### src/rtl/wb_ddr_bridge.sv
// -----------------------------------------------------------------------------
// wb_ddr_bridge
//
// Wishbone classic slave front end for ddr_controller. Each single 32-bit
// Wishbone read or write becomes exactly one controller command. The bridge
// carries the write data out and the read data back. It also schedules
// periodic auto-refresh (CMD_AR) between user accesses.
//
// Ports
//   clk, rst              single clock domain, async active-high reset
//   i_wbs_cyc/stb/we      Wishbone cycle, strobe, write enable
//   i_wbs_sel             byte selects (unused, every access is a full word)
//   i_wbs_adr, i_wbs_dat  word address and write data
//   o_wbs_dat, o_wbs_ack  read data and acknowledge
//   cmd, cmd_vld          controller command (READ=4, WRITE=5, AR=8) + strobe
//   addr, data_in         command address and write data to the controller
//   busy                  controller cannot take a command
//   data_req              controller consumes data_in this cycle
//   data_out, data_vld    read data from the controller
//   ddr_ready             controller initialisation done
//   timeout_err           sticky, set when a data phase times out
//
// States
//   state   | meaning
//   IDLE    | waiting for a Wishbone request or a pending refresh
//   ISSUE   | request latched, waiting for busy=0 to strobe the command
//   WDATA   | write issued, waiting for data_req (or timeout)
//   RDATA   | read issued, waiting for data_vld (or timeout)
//   ACK     | o_wbs_ack high until the master drops stb
//   REF     | refresh pending, waiting for busy=0 to strobe CMD_AR
// -----------------------------------------------------------------------------
module wb_ddr_bridge #(
    parameter int REFRESH_INTERVAL = 390,
    parameter int TIMEOUT          = 1024
) (
    input  logic        clk,
    input  logic        rst,
    input  logic        i_wbs_cyc,
    input  logic        i_wbs_stb,
    input  logic        i_wbs_we,
    input  logic [3:0]  i_wbs_sel,
    input  logic [31:0] i_wbs_adr,
    input  logic [31:0] i_wbs_dat,
    output logic [31:0] o_wbs_dat,
    output logic        o_wbs_ack,
    output logic [4:0]  cmd,
    output logic        cmd_vld,
    output logic [31:0] addr,
    output logic [31:0] data_in,
    input  logic        busy,
    input  logic        data_req,
    input  logic [31:0] data_out,
    input  logic        data_vld,
    input  logic        ddr_ready,
    output logic        timeout_err
);

    localparam logic [4:0] CMD_READ  = 5'd4;
    localparam logic [4:0] CMD_WRITE = 5'd5;
    localparam logic [4:0] CMD_AR    = 5'd8;

    localparam int RW = $clog2(REFRESH_INTERVAL + 1);
    localparam int TW = $clog2(TIMEOUT + 1);

    typedef enum logic [2:0] {
        S_IDLE  = 3'd0,
        S_ISSUE = 3'd1,
        S_WDATA = 3'd2,
        S_RDATA = 3'd3,
        S_ACK   = 3'd4,
        S_REF   = 3'd5
    } state_t;

    state_t         r_state;
    state_t         w_next;

    logic [RW-1:0]  r_ref_cnt;
    logic           r_ref_pend;
    logic [TW-1:0]  r_to_cnt;
    logic [31:0]    r_adr;
    logic [31:0]    r_dat;
    logic           r_we;
    logic [4:0]     r_cmd;
    logic           r_cmd_vld;
    logic [31:0]    r_rdat;
    logic           r_to_err;

    logic           w_req;
    logic           w_ref_fire;
    logic           w_abort;
    logic           w_in_data;
    logic           w_data_done;
    logic           w_to_hit;
    logic           w_accept;
    logic           w_issue;
    logic           w_ref_issue;
    logic           w_unused_sel;

    assign w_unused_sel = ^i_wbs_sel;

    assign w_req       = i_wbs_cyc & i_wbs_stb;
    assign w_ref_fire  = ddr_ready && (r_ref_cnt == RW'(REFRESH_INTERVAL - 1));
    // Losing ddr_ready aborts everything except an ack already on the bus.
    assign w_abort     = !ddr_ready && (r_state != S_ACK);
    assign w_in_data   = (r_state == S_WDATA) || (r_state == S_RDATA);
    assign w_data_done = ddr_ready &&
                         (((r_state == S_WDATA) && data_req) ||
                          ((r_state == S_RDATA) && data_vld));
    // Data arriving on the last allowed cycle beats the timeout.
    assign w_to_hit    = ddr_ready && w_in_data && !w_data_done &&
                         (r_to_cnt == TW'(TIMEOUT - 1));

    // State register
    always_ff @(posedge clk or posedge rst) begin
        if (rst) begin
            r_state <= S_IDLE;
        end else begin
            r_state <= w_next;
        end
    end

    // Next-state logic
    always_comb begin
        w_next = r_state;
        if (w_abort) begin
            w_next = S_IDLE;
        end else begin
            case (r_state)
                S_IDLE: begin
                    // The wrap cycle itself counts as pending so refresh
                    // wins against a strobe sampled on that same edge.
                    if (r_ref_pend || w_ref_fire) begin
                        w_next = S_REF;
                    end else if (w_accept) begin
                        w_next = S_ISSUE;
                    end
                end
                S_ISSUE: begin
                    if (!busy) begin
                        w_next = r_we ? S_WDATA : S_RDATA;
                    end
                end
                S_WDATA, S_RDATA: begin
                    if (w_data_done || w_to_hit) begin
                        w_next = S_ACK;
                    end
                end
                S_ACK: begin
                    if (!i_wbs_stb) begin
                        w_next = S_IDLE;
                    end
                end
                S_REF: begin
                    if (!busy) begin
                        w_next = S_IDLE;
                    end
                end
                default: w_next = S_IDLE;
            endcase
        end
    end

    // Output / strobe decode
    always_comb begin
        w_accept    = 1'b0;
        w_issue     = 1'b0;
        w_ref_issue = 1'b0;
        o_wbs_ack   = 1'b0;
        case (r_state)
            S_IDLE:  w_accept    = ddr_ready && !r_ref_pend && !w_ref_fire && w_req;
            S_ISSUE: w_issue     = ddr_ready && !busy;
            S_REF:   w_ref_issue = ddr_ready && !busy;
            S_ACK:   o_wbs_ack   = 1'b1;
            default: ;
        endcase
    end

    // Datapath, command strobe, timers
    always_ff @(posedge clk or posedge rst) begin
        if (rst) begin
            r_ref_cnt  <= '0;
            r_ref_pend <= 1'b0;
            r_to_cnt   <= '0;
            r_adr      <= '0;
            r_dat      <= '0;
            r_we       <= 1'b0;
            r_cmd      <= '0;
            r_cmd_vld  <= 1'b0;
            r_rdat     <= '0;
            r_to_err   <= 1'b0;
        end else begin
            r_cmd_vld <= w_issue | w_ref_issue;

            if (w_issue) begin
                r_cmd <= r_we ? CMD_WRITE : CMD_READ;
            end else if (w_ref_issue) begin
                r_cmd <= CMD_AR;
            end

            if (w_accept) begin
                r_adr <= i_wbs_adr;
                r_dat <= i_wbs_dat;
                r_we  <= i_wbs_we;
            end

            // The cycle carrying cmd_vld is not counted toward the timeout.
            if (w_issue) begin
                r_to_cnt <= '0;
            end else if (w_in_data && !r_cmd_vld && !w_to_hit && !w_data_done) begin
                r_to_cnt <= r_to_cnt + TW'(1);
            end

            if ((r_state == S_RDATA) && w_data_done) begin
                r_rdat <= data_out;
            end else if ((r_state == S_RDATA) && w_to_hit) begin
                r_rdat <= '0;
            end

            if (w_to_hit) begin
                r_to_err <= 1'b1;
            end

            // A wrap in the same cycle as the AR strobe keeps the flag set.
            if (w_abort) begin
                r_ref_cnt  <= '0;
                r_ref_pend <= 1'b0;
            end else if (ddr_ready) begin
                if (w_ref_fire) begin
                    r_ref_cnt  <= '0;
                    r_ref_pend <= 1'b1;
                end else begin
                    r_ref_cnt <= r_ref_cnt + RW'(1);
                    if (w_ref_issue) begin
                        r_ref_pend <= 1'b0;
                    end
                end
            end
        end
    end

    assign cmd         = r_cmd;
    assign cmd_vld     = r_cmd_vld;
    assign addr        = r_adr;
    assign data_in     = r_dat;
    assign o_wbs_dat   = r_rdat;
    assign timeout_err = r_to_err;

endmodule

### config.mk
export PLATFORM = sky130hd
export DESIGN_NAME = wb_ddr_bridge
export DESIGN_NICKNAME = d
export VERILOG_FILES = /design/src/rtl/wb_ddr_bridge.sv
export SDC_FILE = /design/constraint.sdc
export NUM_CORES = 1
export LEC_CHECK = 0
export CORE_ASPECT_RATIO = 0.6
export CORE_MARGIN = 4
export CORE_UTILIZATION = 39
export DETAILED_ROUTE_END_ITERATION = 6
export GPL_TIMING_DRIVEN = 0
export HOLD_SLACK_MARGIN = 0.1
export PLACE_DENSITY = 0.76
export RECOVER_POWER = 100
export SYNTH_ARGS = -nofsm -noshare
export SYNTH_HDL_FRONTEND = slang
export SYNTH_SLANG_ARGS = --single-unit
### constraint.sdc
create_clock -name clk -period 4.37 [get_ports clk]
set_clock_uncertainty 0.15 [all_clocks]
set_input_delay 0.874 -clock clk [delete_from_list [all_inputs] [get_ports clk]]
set_output_delay 0.874 -clock clk [all_outputs]
set_load 0.01 [all_outputs]
==> flow_summary.rst, run 1 <==
.. list-table::
   :header-rows: 1

   * - Metric
     - Value
   * - Floorplan Core Area
     - 0.0131 mm^2
   * - Number of levels the H-tree was split into
     - 4
   * - Outcome
     - completed
   * - Transition time at the pin with the least slew margin
     - 1.31 ns
   * - Met2 routed wirelength
     - 6520 um
   * - Number of slew-limit violations in the final report
     - 0
   * - Floorplan die width
     - 159 um
   * - Number of buffer and inverter instances along the worst setup path
     - 3
   * - Number of fill cells in the layout
     - 1037
   * - Met3 routed WL
     - 1220 um
   * - Cell count along the critical path
     - 7
   * - Yosys top cell by area
     - sky130_fd_sc_hd__dfrtp_1
   * - Layout overhead on the synthesized area
     - 52.7%
   * - Cell type with the highest occurrence count on the critical path
     - sky130_fd_sc_hd__buf_12
   * - Setup-violating endpoint count in the final report
     - 0
   * - Most instantiated library cell after synthesis
     - sky130_fd_sc_hd__dfrtp_1
   * - Reg-to-Reg Start
     - r_ref_cnt[3]
   * - Post-synth EDFFs
     - 0
   * - Distinct cell type count after synthesis
     - 42
   * - Post-layout min period
     - 3.20 ns
   * - Clock Latency Late Sink
     - 0.40 ns
   * - Post-route fraction of the period consumed by the critical path
     - 73.3%
   * - Flop and latch count out of synthesis
     - 126
   * - Multi-input gate area in the final layout
     - 0.00179 mm^2
   * - Routed wire length
     - 14200 um
   * - Final global-route overflow total
     - 0
   * - RSZ-0062 raised after global routing
     - no
   * - Area of the die
     - 0.0157 mm^2
   * - Crit. End Element
     - flop
   * - Count of nets after finishing
     - 720
   * - Overall track demand over capacity in global routing
     - 18.3%
   * - Leakage component of the power
     - 0.00372 uW
   * - Clock buffer count from CTS
     - 17
   * - Fraction of layout cells with a size suffix above 1
     - 10.5%
   * - Largest net degree at the start of global routing
     - 32
   * - Count of antenna-violating nets left after detailed routing
     - 0
   * - Final sum of negative setup slack
     - 0 ns
   * - Origin of the worst setup path
     - r_ref_cnt[3]
   * - Proportion of netlist area held by the largest area contributor
     - 59.0%
   * - Critical path type
     - reg2reg
   * - Total chip power
     - 5080 uW
   * - CTS Hold Bufs
     - 0
   * - Kind of cell adding the most delay to the critical path
     - compound AO/OA/AOI/OAI gates
   * - Sequential cell area
     - 0.00315 mm^2
   * - Slew headroom
     - 11.7%
   * - Commonest register cell after synthesis
     - sky130_fd_sc_hd__dfrtp_1
   * - Syn Area/Cell
     - 14.1 um^2
   * - Ordered list of cells on the worst path
     - or4b_1 -> o21ai_0 -> clkinv_1 -> nand3_1 -> buf_12 -> buf_12 -> mux2_1
   * - Setup crit start kind
     - flop
   * - Top post-synthesis cells by area
     - sky130_fd_sc_hd__dfrtp_1 59%, sky130_fd_sc_hd__mux2_4 14%, sky130_fd_sc_hd__a22o_1 5.2%
   * - Clock Path Buffers
     - 2
   * - Required @ worst endpoint
     - 4.49 ns
   * - Vias per Instance
     - 5.00
   * - Max-capacitance violation count
     - 0
   * - Average routed wire per standard cell
     - 17.9 um
   * - Root buffer selected by CTS
     - sky130_fd_sc_hd__clkbuf_16
   * - Maximum clock frequency
     - 312 MHz
   * - Biggest cell delay along the critical path
     - 0.79 ns
   * - Setup slack, reg-to-reg
     - 1.17 ns
   * - Antenna fix cells
     - 0
   * - Classification of the worst-slack hold path
     - reg2reg
   * - Post-synth design cell area
     - 0.00535 mm^2
   * - Depth of the worst register-to-register path
     - 7
   * - Number of I/O pins
     - 213
   * - DRT Pass-1 Iters
     - 4
   * - Capture point of the worst path
     - data_in[20]
   * - Top post-synthesis cells by count
     - 126 x sky130_fd_sc_hd__dfrtp_1, 50 x sky130_fd_sc_hd__mux2_4, 32 x sky130_fd_sc_hd__a22o_1
   * - Seq/Total Area, Yosys
     - 59.0%
   * - Post_cts resized
     - 0
   * - Worst setup slack after placement
     - 1.31 ns
   * - TritonCTS clock tree
     - built
   * - Largest fanout on the critical path
     - 10
   * - Async set-reset flop share out of synthesis
     - 100%
   * - Endpoint arrival time on the critical path
     - 3.32 ns
   * - Number of I/O port buffers
     - 205
   * - Remaining DRCs
     - 0
   * - Highest routed metal layer
     - met4
   * - Placement Rows
     - 32
   * - Final HPWL DP
     - 10600 um
   * - Total via count in the routed design
     - 3952
   * - Slowest CP cell
     - sky130_fd_sc_hd__o21ai_0
   * - Final worst setup slack
     - 1.17 ns
   * - Reg2Reg Capture Point
     - data_in[20]
   * - Number of sinks handled by clock tree synthesis
     - 126
   * - IR Drop Worst-Case VDD
     - 356 uV
   * - Clock transition at the registers of the reported paths
     - 0.06 ns
   * - Count of endpoints failing hold in the final timing report
     - 0
   * - Number of DRC markers in iteration 0
     - 217
   * - Initial antenna violation count
     - 0
   * - Vias in the first global route
     - 4192
   * - Met1 routed wirelength after detailed routing
     - 6220 um
   * - Synthesis Warnings
     - 0
   * - Global-route wire length before repair
     - 23200 um
   * - Starting Density
     - 40.7%
   * - Post-CTS setup buffer count
     - 0
   * - Overall die height
     - 98.7 um
   * - Power per Cell Area
     - 622 mW/mm^2
   * - Post-Synthesis Cells
     - 379
   * - Placer's final routability congestion estimate
     - 0.840
==> sequential cells by signal, indices dropped and copies added (netlist names), 3 cells and up <==
| register | flops |
|---|---|
| addr | 32 |
| data_in | 32 |
| o_wbs_dat | 32 |
| r_to_cnt | 11 |
| r_ref_cnt | 9 |
| cmd | 3 |
| r_state | 3 |
==> through the flow <==
| stage | util, % | instance area (um^2) | hold WS (ns) | cells |
|---|---|---|---|---|
| 2_1_floorplan | - | 5350 | 0.301 | 380 |
| 3_3_place_gp | 58.0 | 7620 | 0.302 | 755 |
| 3_5_place_dp | 58.7 | 7710 | 0.309 | 759 |
| 4_1_cts | 63.7 | 8360 | 0.322 | 791 |
| 5_1_grt | 62.2 | 8160 | 0.336 | 791 |
| 6_report | 62.2 | 8160 | 0.316 | 791 |
==> how the worst min path moves through the flow <==
stage          cells after the start  slack (ns)           end    startpoint
6_report                           2        0.32        cmd[0]        cmd[0]
3_3_place_gp                       2        0.30        cmd[0]        cmd[0]
2_1_floorplan                      1        0.30  r_ref_cnt[8]  r_ref_cnt[8]
5_1_grt                            1        0.34   timeout_err   timeout_err
4_1_cts                            2        0.32        cmd[0]        cmd[0]
3_5_place_dp                       2        0.31        cmd[0]        cmd[0]
==> worst reg2reg max path: stages, from the launching register on <==
cell and delay (ns):
sky130_fd_sc_hd__dfrtp_1 0.42, sky130_fd_sc_hd__or4b_1 0.55, sky130_fd_sc_hd__o21ai_0 0.79, sky130_fd_sc_hd__clkinv_1 0.27, sky130_fd_sc_hd__nand3_1 0.23, sky130_fd_sc_hd__buf_12 0.19
sky130_fd_sc_hd__buf_12 0.15, sky130_fd_sc_hd__mux2_1 0.33
==> cells in the final DEF, fill, tap and decap left out, drive strengths merged, types with 2 or more instances in the layout <==
master / instances
clkinvlp: 3
clkbuf: 31
ha: 3
nand4: 9
a211o: 2
dlygate4sd3: 105
nand3: 11
nor2: 18
o21ai: 17
buf: 13
a22o: 32
a21oi: 5
clkinv: 7
and3: 5
and2: 3
nand2: 21
bufinv: 5
clkdlybuf4s50: 100
nor4: 2
a31oi: 3
inv: 3
and4: 2
mux2: 66
dfrtp: 126
conb: 2
xor2: 12
==> metal layers <==
layer | vias to the layer above | GRT usage, %
met1 | 1930 | 23.8
li1 | 1830 | -
met2 | 176 | 29.0
met4 | 0 | 5.33
met5 | - | 0
met3 | 16 | 6.98
==> layout make-up <==
type                    count  area share [%]
inverters                   5           0.245
plain buffers              21            2.30
well taps                 170            2.61
flip-flops and latches    126            38.6
clock inverters            13            2.62
repair buffers            209            26.2
clock buffers              19            5.43
multi-input cells         228            22.0
==> where the power goes <==
part	switching [uW]	total [uW]	internal [uW]
registers	258	1870	1620
logic	673	1650	978
clock network	522	1550	1030
total	1450	5080	3620
==> kinds of logic after synthesis <==
kind of cell,share of synthesized area [%]
xor+xnor,1.97
compound gates,9.20
other cells,0.0701
flops,59.0
simple gates,7.61
mux,17.6
fa+ha+maj,0.702
buf+inv,3.88
Note: power is estimated with default switching activity, not from simulation.
==> run 2: changes to the inputs <==
--- a/config.mk
+++ b/config.mk
@@ -7,11 +7,11 @@
 export LEC_CHECK = 0
 export CORE_ASPECT_RATIO = 0.6
 export CORE_MARGIN = 4
-export CORE_UTILIZATION = 39
+export CORE_UTILIZATION = 44
 export DETAILED_ROUTE_END_ITERATION = 6
 export GPL_TIMING_DRIVEN = 0
 export HOLD_SLACK_MARGIN = 0.1
-export PLACE_DENSITY = 0.76
+export PLACE_DENSITY = 0.81
 export RECOVER_POWER = 100
 export SYNTH_ARGS = -nofsm -noshare
 export SYNTH_HDL_FRONTEND = slang
==> constraint.sdc (replaced) <==
create_clock -name clk -period 3.25 [get_ports clk]
set_clock_uncertainty 0.15 [all_clocks]
set_input_delay 0.65 -clock clk [delete_from_list [all_inputs] [get_ports clk]]
set_output_delay 0.65 -clock clk [all_outputs]
set_load 0.01 [all_outputs]
==> run 2 against run 1 <==
Effect of this change: the run now ends with max-capacitance violations, max-slew violations left; sequential share of layout area grew 0.75 points; combinational power grew 37%; core utilization grew 6.9 points; first-iteration DRC count shrank 40%; critical path depth is the same; sequential cell count is the same.
==> flow_summary.rst, run 2 (synthesized netlist as in run 1, its figures left out) <==
.. list-table::
   :header-rows: 1

   * - Metric
     - Value
   * - Outcome
     - finished, violations left (was completed)
   * - Violated checks
     - max-capacitance violations, max-slew violations
   * - Number of slew-limit violations in the final report
     - 41 (was 0)
   * - Most frequent standard cell in the layout excluding fill and tap cells
     - sky130_fd_sc_hd__dfrtp_1 (unchanged)
   * - Average routed wire per standard cell
     - 18.3 um (was 17.9 um)
   * - Commonest non-fill, non-tap cells in the layout
     - 126 x sky130_fd_sc_hd__dfrtp_1, 104 x sky130_fd_sc_hd__dlygate4sd3_1, 101 x sky130_fd_sc_hd__clkdlybuf4s50_1 (was 126 x sky130_fd_sc_hd__dfrtp_1, 105 x sky130_fd_sc_hd__dlygate4sd3_1, 100 x sky130_fd_sc_hd__clkdlybuf4s50_1)
   * - Remaining DRCs
     - 0 (unchanged)
   * - Setup-violating endpoint count in the final report
     - 0 (unchanged)
   * - Initial antenna violation count
     - 0 (unchanged)
   * - Largest fanout on the critical path
     - 10 (unchanged)
   * - Clock Latency Late Sink
     - 0.40 ns (about the same)
   * - Placer's final routability congestion estimate
     - 0.865 (was 0.840)
   * - Post-route fraction of the period consumed by the critical path
     - 88.0% (was 73.3%)
   * - Post_cts resized
     - 0 (unchanged)
   * - Slew headroom
     - -29.1% (was 11.7%)
   * - Crit. End Element
     - flop (unchanged)
   * - Transition time at the pin with the least slew margin
     - 1.93 ns (was 1.31 ns)
   * - Met2 routed wirelength
     - 6970 um (was 6520 um)
   * - Total via count in the routed design
     - 3962 (was 3952)
   * - Required @ worst endpoint
     - 3.37 ns (was 4.49 ns)
   * - IR Drop Worst-Case VDD
     - 456 uV (was 356 uV)
   * - Leakage component of the power
     - 0.00367 uW (was 0.00372 uW)
   * - Depth of the worst hold-timing path
     - 2 (unchanged)
   * - Number of sinks handled by clock tree synthesis
     - 126 (unchanged)
   * - Overall track demand over capacity in global routing
     - 20.5% (was 18.3%)
   * - Vias in the first global route
     - 4212 (was 4192)
   * - Placement Rows
     - 30 (was 32)
   * - Setup crit start kind
     - flop (unchanged)
   * - Root buffer selected by CTS
     - sky130_fd_sc_hd__clkbuf_16 (unchanged)
   * - Number of I/O pins
     - 213 (unchanged)
   * - Met3 routed WL
     - 1260 um (was 1220 um)
   * - Clock Path Buffers
     - 2 (unchanged)
   * - Power per Cell Area
     - 820 mW/mm^2 (was 622 mW/mm^2)
   * - Count of nets after finishing
     - 718 (was 720)
   * - Number of fill cells in the layout
     - 844 (was 1037)
   * - Number of levels the H-tree was split into
     - 4 (unchanged)
   * - DRT Pass-1 Iters
     - 4 (unchanged)
   * - Routed wire length
     - 14300 um (was 14200 um)
   * - Floorplan die width
     - 150 um (was 159 um)
   * - Layout overhead on the synthesized area
     - 49.8% (was 52.7%)
   * - Met1 routed wirelength after detailed routing
     - 5910 um (was 6220 um)
   * - Area of the die
     - 0.0140 mm^2 (was 0.0157 mm^2)
   * - Sequential cell area
     - 0.00315 mm^2 (unchanged)
   * - Highest routed metal layer
     - met4 (unchanged)
   * - Final worst setup slack
     - 0.390 ns (was 1.17 ns)
   * - Final sum of negative setup slack
     - 0 ns (unchanged)
   * - CTS Hold Bufs
     - 0 (unchanged)
   * - Largest net degree at the start of global routing
     - 45 (was 32)
   * - Cell area reported after detailed placement
     - 0.00765 mm^2 (was 0.00771 mm^2)
   * - Critical path type
     - reg2reg (unchanged)
   * - Endpoint arrival time on the critical path
     - 2.98 ns (was 3.32 ns)
   * - Max-capacitance violation count
     - 1 (was 0)
   * - Number of DRC markers in iteration 0
     - 131 (was 217)
   * - Overall die height
     - 93.4 um (was 98.7 um)
   * - Multi-input gate area in the final layout
     - 0.00183 mm^2 (was 0.00179 mm^2)
   * - Floorplan Core Area
     - 0.0116 mm^2 (was 0.0131 mm^2)
   * - Maximum clock frequency
     - 350 MHz (was 312 MHz)
   * - Depth of the worst register-to-register path
     - 7 (unchanged)
   * - Clock transition at the registers of the reported paths
     - 0.05 ns (was 0.06 ns)
   * - Antenna fix cells
     - 0 (unchanged)
   * - Post-route insts no fill
     - 779 (was 791)
   * - Fraction of layout cells with a size suffix above 1
     - 10.2% (was 10.5%)
   * - Number of I/O port buffers
     - 205 (unchanged)
   * - Starting Density
     - 46.1% (was 40.7%)
   * - Post-layout min period
     - 2.86 ns (was 3.20 ns)
   * - RSZ-0062 raised after global routing
     - no (unchanged)
   * - Worst setup slack after placement
     - 0.434 ns (was 1.31 ns)
   * - Final HPWL DP
     - 10900 um (was 10600 um)
   * - Clock buffer count from CTS
     - 17 (unchanged)
   * - TritonCTS clock tree
     - built (unchanged)
   * - Post-CTS setup buffer count
     - 0 (unchanged)
   * - Count of antenna-violating nets left after detailed routing
     - 0 (unchanged)
   * - Vias per Instance
     - 5.09 (was 5.00)
   * - Utilization after layout
     - 69.1% (was 62.2%)
   * - Global-route wire length before repair
     - 22100 um (was 23200 um)
   * - Final cell area excluding filler cells
     - 0.00801 mm^2 (was 0.00816 mm^2)
   * - Cell total after placement
     - 747 (was 759)
   * - Classification of the worst-slack hold path
     - reg2reg (unchanged)
   * - Count of endpoints failing hold in the final timing report
     - 0 (unchanged)
   * - Final global-route overflow total
     - 0 (unchanged)
-- run 2: metrics by stage --
step,hold slack (ns),power [uW]
3_3_place_gp,0.303,5190
3_5_place_dp,0.318,5290
4_1_cts,0.332,7130
5_1_grt,0.350,6920
2_1_floorplan,0.301,3720
6_report,0.318,6570
-- run 2: routing by layer --
| metal | vias up | track usage, % |
|---|---|---|
| met5 | - | 0 |
| met4 | 0 | 7.15 |
| met3 | 15 | 7.36 |
| met2 | 165 | 34.2 |
| met1 | 1953 | 24.8 |
| li1 | 1829 | - |
-- run 2: critical path: stages (launching register included) --
cell	delay, ns
sky130_fd_sc_hd__dfrtp_1	0.42
sky130_fd_sc_hd__or4b_1	0.60
sky130_fd_sc_hd__o21ai_4	0.27
sky130_fd_sc_hd__inv_1	0.12
sky130_fd_sc_hd__nand3_1	0.18
sky130_fd_sc_hd__buf_12	0.16
sky130_fd_sc_hd__dlymetal6s2s_1	0.44
sky130_fd_sc_hd__mux2_1	0.38
-- run 2: worst paths after layout --
kind	start	end	slack, ns
min reg2reg	cmd[3]	cmd[3]	0.32
min	cmd[3]	cmd[3]	0.32
min in group asynchronous	rst	data_in[1]	1.05
max	r_ref_cnt[3]	addr[28]	0.39
max reg2reg	r_ref_cnt[3]	addr[28]	0.39
max in group asynchronous	rst	r_ref_pend	0.98
-- run 2: layout make-up --
type	count	share of cell area, %
Clock buffer	20	5.58
Tap cell	160	2.50
Timing Repair Buffer	207	26.1
Inverter	5	0.250
Sequential cell	126	39.4
Clock inverter	12	1.50
Buffer	21	1.83
Multi-Input combinational cell	228	22.9
-- run 2: power breakdown --
| group | internal, uW | switching [uW] | total [uW] |
|---|---|---|---|
| Clock | 1140 | 658 | 1800 |
| Combinational | 1320 | 939 | 2260 |
| Sequential | 2170 | 342 | 2510 |
| Total | 4630 | 1940 | 6570 |
==> run 3: changes to the inputs <==
--- a/config.mk
+++ b/config.mk
@@ -5,6 +5,7 @@
 export SDC_FILE = /design/constraint.sdc
 export NUM_CORES = 1
 export LEC_CHECK = 0
+export ABC_CLOCK_PERIOD_IN_PS = 3250
 export CORE_ASPECT_RATIO = 0.6
 export CORE_MARGIN = 4
 export CORE_UTILIZATION = 44
==> results of run 3 <==
Final layout, timing and power as in run 2 (identical DEF).
